### src/rtl/cpu_trace_buffer.sv
// Passive trace buffer: snapshots CPU state on every PC change into a
// show-ahead FIFO, counting captures dropped while the FIFO is full.
module cpu_trace_buffer #(
  parameter int unsigned DEPTH = 16,
  parameter int unsigned AW    = 4,
  parameter int unsigned DW    = 32
) (
  input  logic          clk,
  input  logic          rst,
  input  logic          en,
  input  logic          clear,
  input  logic [DW-1:0] pc_in,
  input  logic [DW-1:0] f_in,
  input  logic [DW-1:0] mem_in,
  input  logic          zf_in,
  input  logic          of_in,
  input  logic          rd_ready,
  output logic          rd_valid,
  output logic [DW-1:0] rd_pc,
  output logic [DW-1:0] rd_f,
  output logic [DW-1:0] rd_mem,
  output logic          rd_zf,
  output logic          rd_of,
  output logic [AW:0]   count,
  output logic          overflow,
  output logic [7:0]    drop_cnt
);

  localparam int unsigned RW = 3*DW + 2;
  localparam logic [AW:0] FULL_CNT = (AW+1)'(DEPTH);
  localparam logic [AW:0] ONE_CNT  = (AW+1)'(1);
  localparam logic [AW-1:0] ONE_PTR = AW'(1);

  logic [RW-1:0]  mem_q [DEPTH];
  logic [AW-1:0]  wr_ptr_q, wr_ptr_d;
  logic [AW-1:0]  rd_ptr_q, rd_ptr_d;
  logic [AW:0]    count_q, count_d;
  logic           overflow_q, overflow_d;
  logic [7:0]     drop_cnt_q, drop_cnt_d;
  logic [DW-1:0]  pc_last_q, pc_last_d;
  logic           armed_q, armed_d;

  logic           full, empty, cap, pop, push, drop;
  logic [RW-1:0]  rec, head;

  always_comb begin
    full  = (count_q == FULL_CNT);
    empty = (count_q == '0);
    cap   = en & (~armed_q | (pc_in != pc_last_q));
    pop   = ~empty & rd_ready;
    push  = cap & (~full | pop);
    drop  = cap & full & ~pop;
    rec   = {pc_in, f_in, mem_in, zf_in, of_in};
  end

  always_comb begin
    wr_ptr_d   = wr_ptr_q;
    rd_ptr_d   = rd_ptr_q;
    count_d    = count_q;
    overflow_d = overflow_q;
    drop_cnt_d = drop_cnt_q;
    pc_last_d  = pc_last_q;
    armed_d    = armed_q;
    if (clear) begin
      wr_ptr_d   = '0;
      rd_ptr_d   = '0;
      count_d    = '0;
      overflow_d = 1'b0;
      drop_cnt_d = '0;
      pc_last_d  = '0;
      armed_d    = 1'b0;
    end else begin
      // A dropped capture still records its PC so it is not re-captured.
      if (cap) begin
        pc_last_d = pc_in;
        armed_d   = 1'b1;
      end
      if (push) wr_ptr_d = wr_ptr_q + ONE_PTR;
      if (pop)  rd_ptr_d = rd_ptr_q + ONE_PTR;
      unique case ({push, pop})
        2'b10:   count_d = count_q + ONE_CNT;
        2'b01:   count_d = count_q - ONE_CNT;
        default: count_d = count_q;
      endcase
      if (drop) begin
        overflow_d = 1'b1;
        if (drop_cnt_q != 8'hFF) drop_cnt_d = drop_cnt_q + 8'd1;
      end
    end
  end

  always_ff @(posedge clk or posedge rst) begin
    if (rst) begin
      wr_ptr_q   <= '0;
      rd_ptr_q   <= '0;
      count_q    <= '0;
      overflow_q <= 1'b0;
      drop_cnt_q <= '0;
      pc_last_q  <= '0;
      armed_q    <= 1'b0;
    end else begin
      wr_ptr_q   <= wr_ptr_d;
      rd_ptr_q   <= rd_ptr_d;
      count_q    <= count_d;
      overflow_q <= overflow_d;
      drop_cnt_q <= drop_cnt_d;
      pc_last_q  <= pc_last_d;
      armed_q    <= armed_d;
    end
  end

  always_ff @(posedge clk) begin
    if (push && !clear) mem_q[wr_ptr_q] <= rec;
  end

  always_comb begin
    head     = empty ? '0 : mem_q[rd_ptr_q];
    rd_valid = ~empty;
    rd_pc    = head[RW-1 -: DW];
    rd_f     = head[2*DW+1 -: DW];
    rd_mem   = head[DW+1 -: DW];
    rd_zf    = head[1];
    rd_of    = head[0];
    count    = count_q;
    overflow = overflow_q;
    drop_cnt = drop_cnt_q;
  end

endmodule

### config.mk
export PLATFORM = sky130hd
export DESIGN_NAME = cpu_trace_buffer
export DESIGN_NICKNAME = d
export VERILOG_FILES = /design/src/rtl/cpu_trace_buffer.sv
export SDC_FILE = /design/constraint.sdc
export NUM_CORES = 1
export LEC_CHECK = 0
export ABC_AREA = 1
export BUFFER_PORTS_ARGS = -buffer_cell sky130_fd_sc_hd__buf_2
export CORE_MARGIN = 1.5
export CORE_UTILIZATION = 61
export DETAILED_ROUTE_END_ITERATION = 8
export PLACE_DENSITY_LB_ADDON = 0.1
export SLEW_MARGIN = 10
export SYNTH_ARGS = -nofsm -noshare
export SYNTH_HDL_FRONTEND = slang
export SYNTH_SLANG_ARGS = --single-unit
### constraint.sdc
create_clock -name clk -period 17.7 [get_ports clk]
set_input_delay 3.54 -clock clk [delete_from_list [all_inputs] [get_ports clk]]
set_output_delay 3.54 -clock clk [all_outputs]
set_load 0.02 [all_outputs]
==> results.json <==
{
  "ant_nets": 0,
  "tns_ps": 0,
  "final-instance-count-excl-fill": 6200,
  "multiInputGateArea_um2": 13450,
  "post_cts_resized": 0,
  "final.setup_skew_ps": 22.91,
  "ys_top_cells_by_area": "edfxtp_1 74%, o21ai_0 6.3%, nor2_1 4.9%, o221ai_1 3.7%, dfrtp_1 2.2%",
  "die_x_um": 325.8,
  "critical_path_class": "flop to primary output",
  "clk_pin_slew_ps": 60,
  "cp_common_cell": "buf_4",
  "hold_path_depth": 1,
  "gp_congestion": 0.7585,
  "clkPwrFrac": 0.333,
  "arrival_ps": 6370,
  "grt_pass1_vias": 39076,
  "cts_setup_buffers": 0,
  "synthCells": 4594,
  "p_leak_nw": 22.85,
  "yosys.area.top_type_share": 0.7409,
  "syn_nets": 4707,
  "initial_core_util": 0.6150,
  "grt_setup_unrepaired": "no",
  "comb_power_share": 0.220,
  "fillers": 7130,
  "numPortBuffers": 215,
  "drt_pre_antenna_iters": 6,
  "crit_cells": 9,
  "setup_viol": 0,
  "routed_wirelength_um": 157400,
  "fin_nets": 4806,
  "cts.sink_count": 1623,
  "dieArea_um2": 106100,
  "worst_pin_slew_ps": 1267,
  "path_buf_inv": 5,
  "p_int_mw": 6.646,
  "syn2layout_area_growth_pct": 11.02,
  "cp-end-kind": "primary output",
  "maxCapViolations": 0,
  "timing.final.crit_period_ps": 9908,
  "postSynthAreaPerCell_um2": 13.83,
  "row_count": 118,
  "pwr-share-seq": 0.446,
  "fp.dieH_um": 325.8,
  "report.final.slew_viol_count": 0,
  "syn_area_um2": 63550,
  "drc_errors": 0,
  "wire_per_inst_um": 25.39,
  "yosysTopAreaCell": "edfxtp_1",
  "worstPathRequired_ps": 14160,
  "synth.distinct_cells": 35,
  "vias_per_cell": 6.435,
  "cts_root_buf": "clkbuf_16",
  "cp_top_family": "buffers and inverters",
  "slowest_stage": "buf_12",
  "hold_viol": 0,
  "p_sw_frac": 0.3099,
  "critPathLaunchType": "flop",
  "final_common_cell": "edfxtp_1",
  "yosysSeqAreaShare": 0.7625,
  "grt_pass1_wl_um": 237600,
  "post-route-period-util": 0.5598,
  "grt_usage": 0.2950,
  "max_freq_mhz": 100.9,
  "yosys_register_bits": 1623,
  "r2r_cells": 13,
  "peakVddDrop_uv": 183.6,
  "crit_chain": "inv_8 > buf_12 > buf_4 > buf_4 > o21ai_0 > o221ai_1 > nand3_1 > a21oi_1 > buf_2",
  "place_inst": 5909,
  "hpwl_um": 76970,
  "vias": 39899,
  "most-common-layout-cells": "1568 x edfxtp_1, 817 x nor2_1, 794 x o21ai_0, 266 x o221ai_1, 215 x buf_2",
  "outcome": "finished, final reports clean",
  "max_stage_delay_ps": 860,
  "globalRouteOverflowTotal": 0,
  "power_density_nw_per_um2": 136.5,
  "power_switching_mw": 2.984,
  "core_um2": 103300,
  "cts_tree": "yes",
  "hold_class": "flop to flop",
  "cts_made_buffers": 161,
  "relSlewSlack": 0.1555,
  "drive_gt1_frac": 0.1144,
  "crit_fanout": 274,
  "antenna_found_initial": 7,
  "clk_latency_ps": 750,
  "ys_warn_count": 0,
  "grt_max_degree": 275,
  "p_total_mw": 9.630,
  "clockBufferDepth": 3,
  "seq_area_um2": 48480,
  "first_iter_violations": 4935,
  "ctsHoldBuffers": 0,
  "io_pins": 216,
  "cts_max_level": 4
}
registers in the layout, indices dropped and copies added, names as in the netlist:
name / cells
count: 5
drop_cnt: 8
wr_ptr_q: 4
armed_q: 1
pc_last_q: 32
rd_ptr_q: 4
mem_q: 1568
overflow: 1
synthesized netlist by cell type:
cell      instances
edfxtp_1       1568
nor2_1          833
o21ai_0         794
o221ai_1        266
clkbuf_1        260
o22ai_1         144
o211ai_1        126
nand2_1         115
a21oi_1         105
nand3_1          94
inv_1            74
buf_2            65
dfrtp_1          55
nand4_1          17
buf_4            11
o22ai_2          10
ha_1              9
xor2_1            9
inv_2             8
nand2_4           7
buf_1             4
nor3_1            3
buf_6             2
buf_8             2
nor2_2            2
nor3b_1           2
a211oi_1          1
fa_1              1
inv_4             1
nand2_2           1
nand3_4           1
nor4_1            1
o21a_1            1
o21ai_1           1
xnor2_1           1
metrics by stage:
| stage | area [µm²] | hold WS (ps) | setup slack, ps | utilization |
|---|---|---|---|---|
| floorplan | 63550 | 495.5 | 8659 | - |
| global placement | 65600 | 475.3 | 8779 | 0.6348 |
| detailed placement | 65600 | 483.6 | 8742 | 0.6348 |
| CTS | 70530 | 499.5 | 7919 | 0.6824 |
| global route | 70560 | 517.9 | 7478 | 0.6827 |
| finish | 70560 | 490.4 | 7792 | 0.6827 |
kinds of logic after synthesis:
| family | count (synthesis) | synth area share |
|---|---|---|
| DFF | 1623 | 0.7625 |
| AOI/OAI and AO/OA | 1448 | 0.1388 |
| and+or+nand+nor | 1076 | 0.06745 |
| buffers and inverters | 427 | 0.02778 |
| xor gates and xnor gates | 10 | 0.001378 |
| adders and majority gates | 10 | 0.002087 |
layout make-up:
cell class              count  area share
diodes                      3   0.0001064
clock buffers             200     0.06139
clock inverters            87    0.008387
inverters                  83    0.004876
multi-input cells        2544      0.1906
flip-flops and latches   1623      0.6870
well taps                1380     0.02447
repair buffers            280     0.02316
layer usage:
layer	vias up	track usage	share of wire
met4	6	0.08787	0.023
li1	17752	-	-
met1	20020	0.4289	0.42
met3	256	0.04537	0.083
met5	-	0	0.00023
met2	1865	0.4683	0.48
path summary, 6_finish.rpt:
kind / slack (ps) / end / startpoint
worst min register to register: 490 / overflow$_DFFE_PP0P_ / overflow$_DFFE_PP0P_
worst min-delay path: 490 / overflow$_DFFE_PP0P_ / overflow$_DFFE_PP0P_
worst max register to register: 13180 / mem_q[3][34]$_DFFE_PP_ / armed_q$_DFFE_PP0P_
max in group asynchronous: 14110 / rd_ptr_q[2]$_DFFE_PP0P_ / rst
min in group asynchronous: 2970 / pc_last_q[27]$_DFFE_PP0P_ / rst
worst max-delay path: 7790 / rd_pc[6] / rd_ptr_q[0]$_DFFE_PP0P_
power by group through the flow:
| stage | Clock (mW) | Combinational, mW | Sequential (mW) |
|---|---|---|---|
| finish | 3.21 | 2.12 | 4.30 |
| global route | 3.39 | 2.30 | 4.30 |
| CTS | 3.24 | 2.11 | 4.30 |
| detailed placement | 0 | 2.10 | 4.38 |
| global placement | 0 | 2.06 | 4.38 |
| floorplan | 0 | 1.41 | 4.36 |
Note: power is estimated with default switching activity, not from simulation.
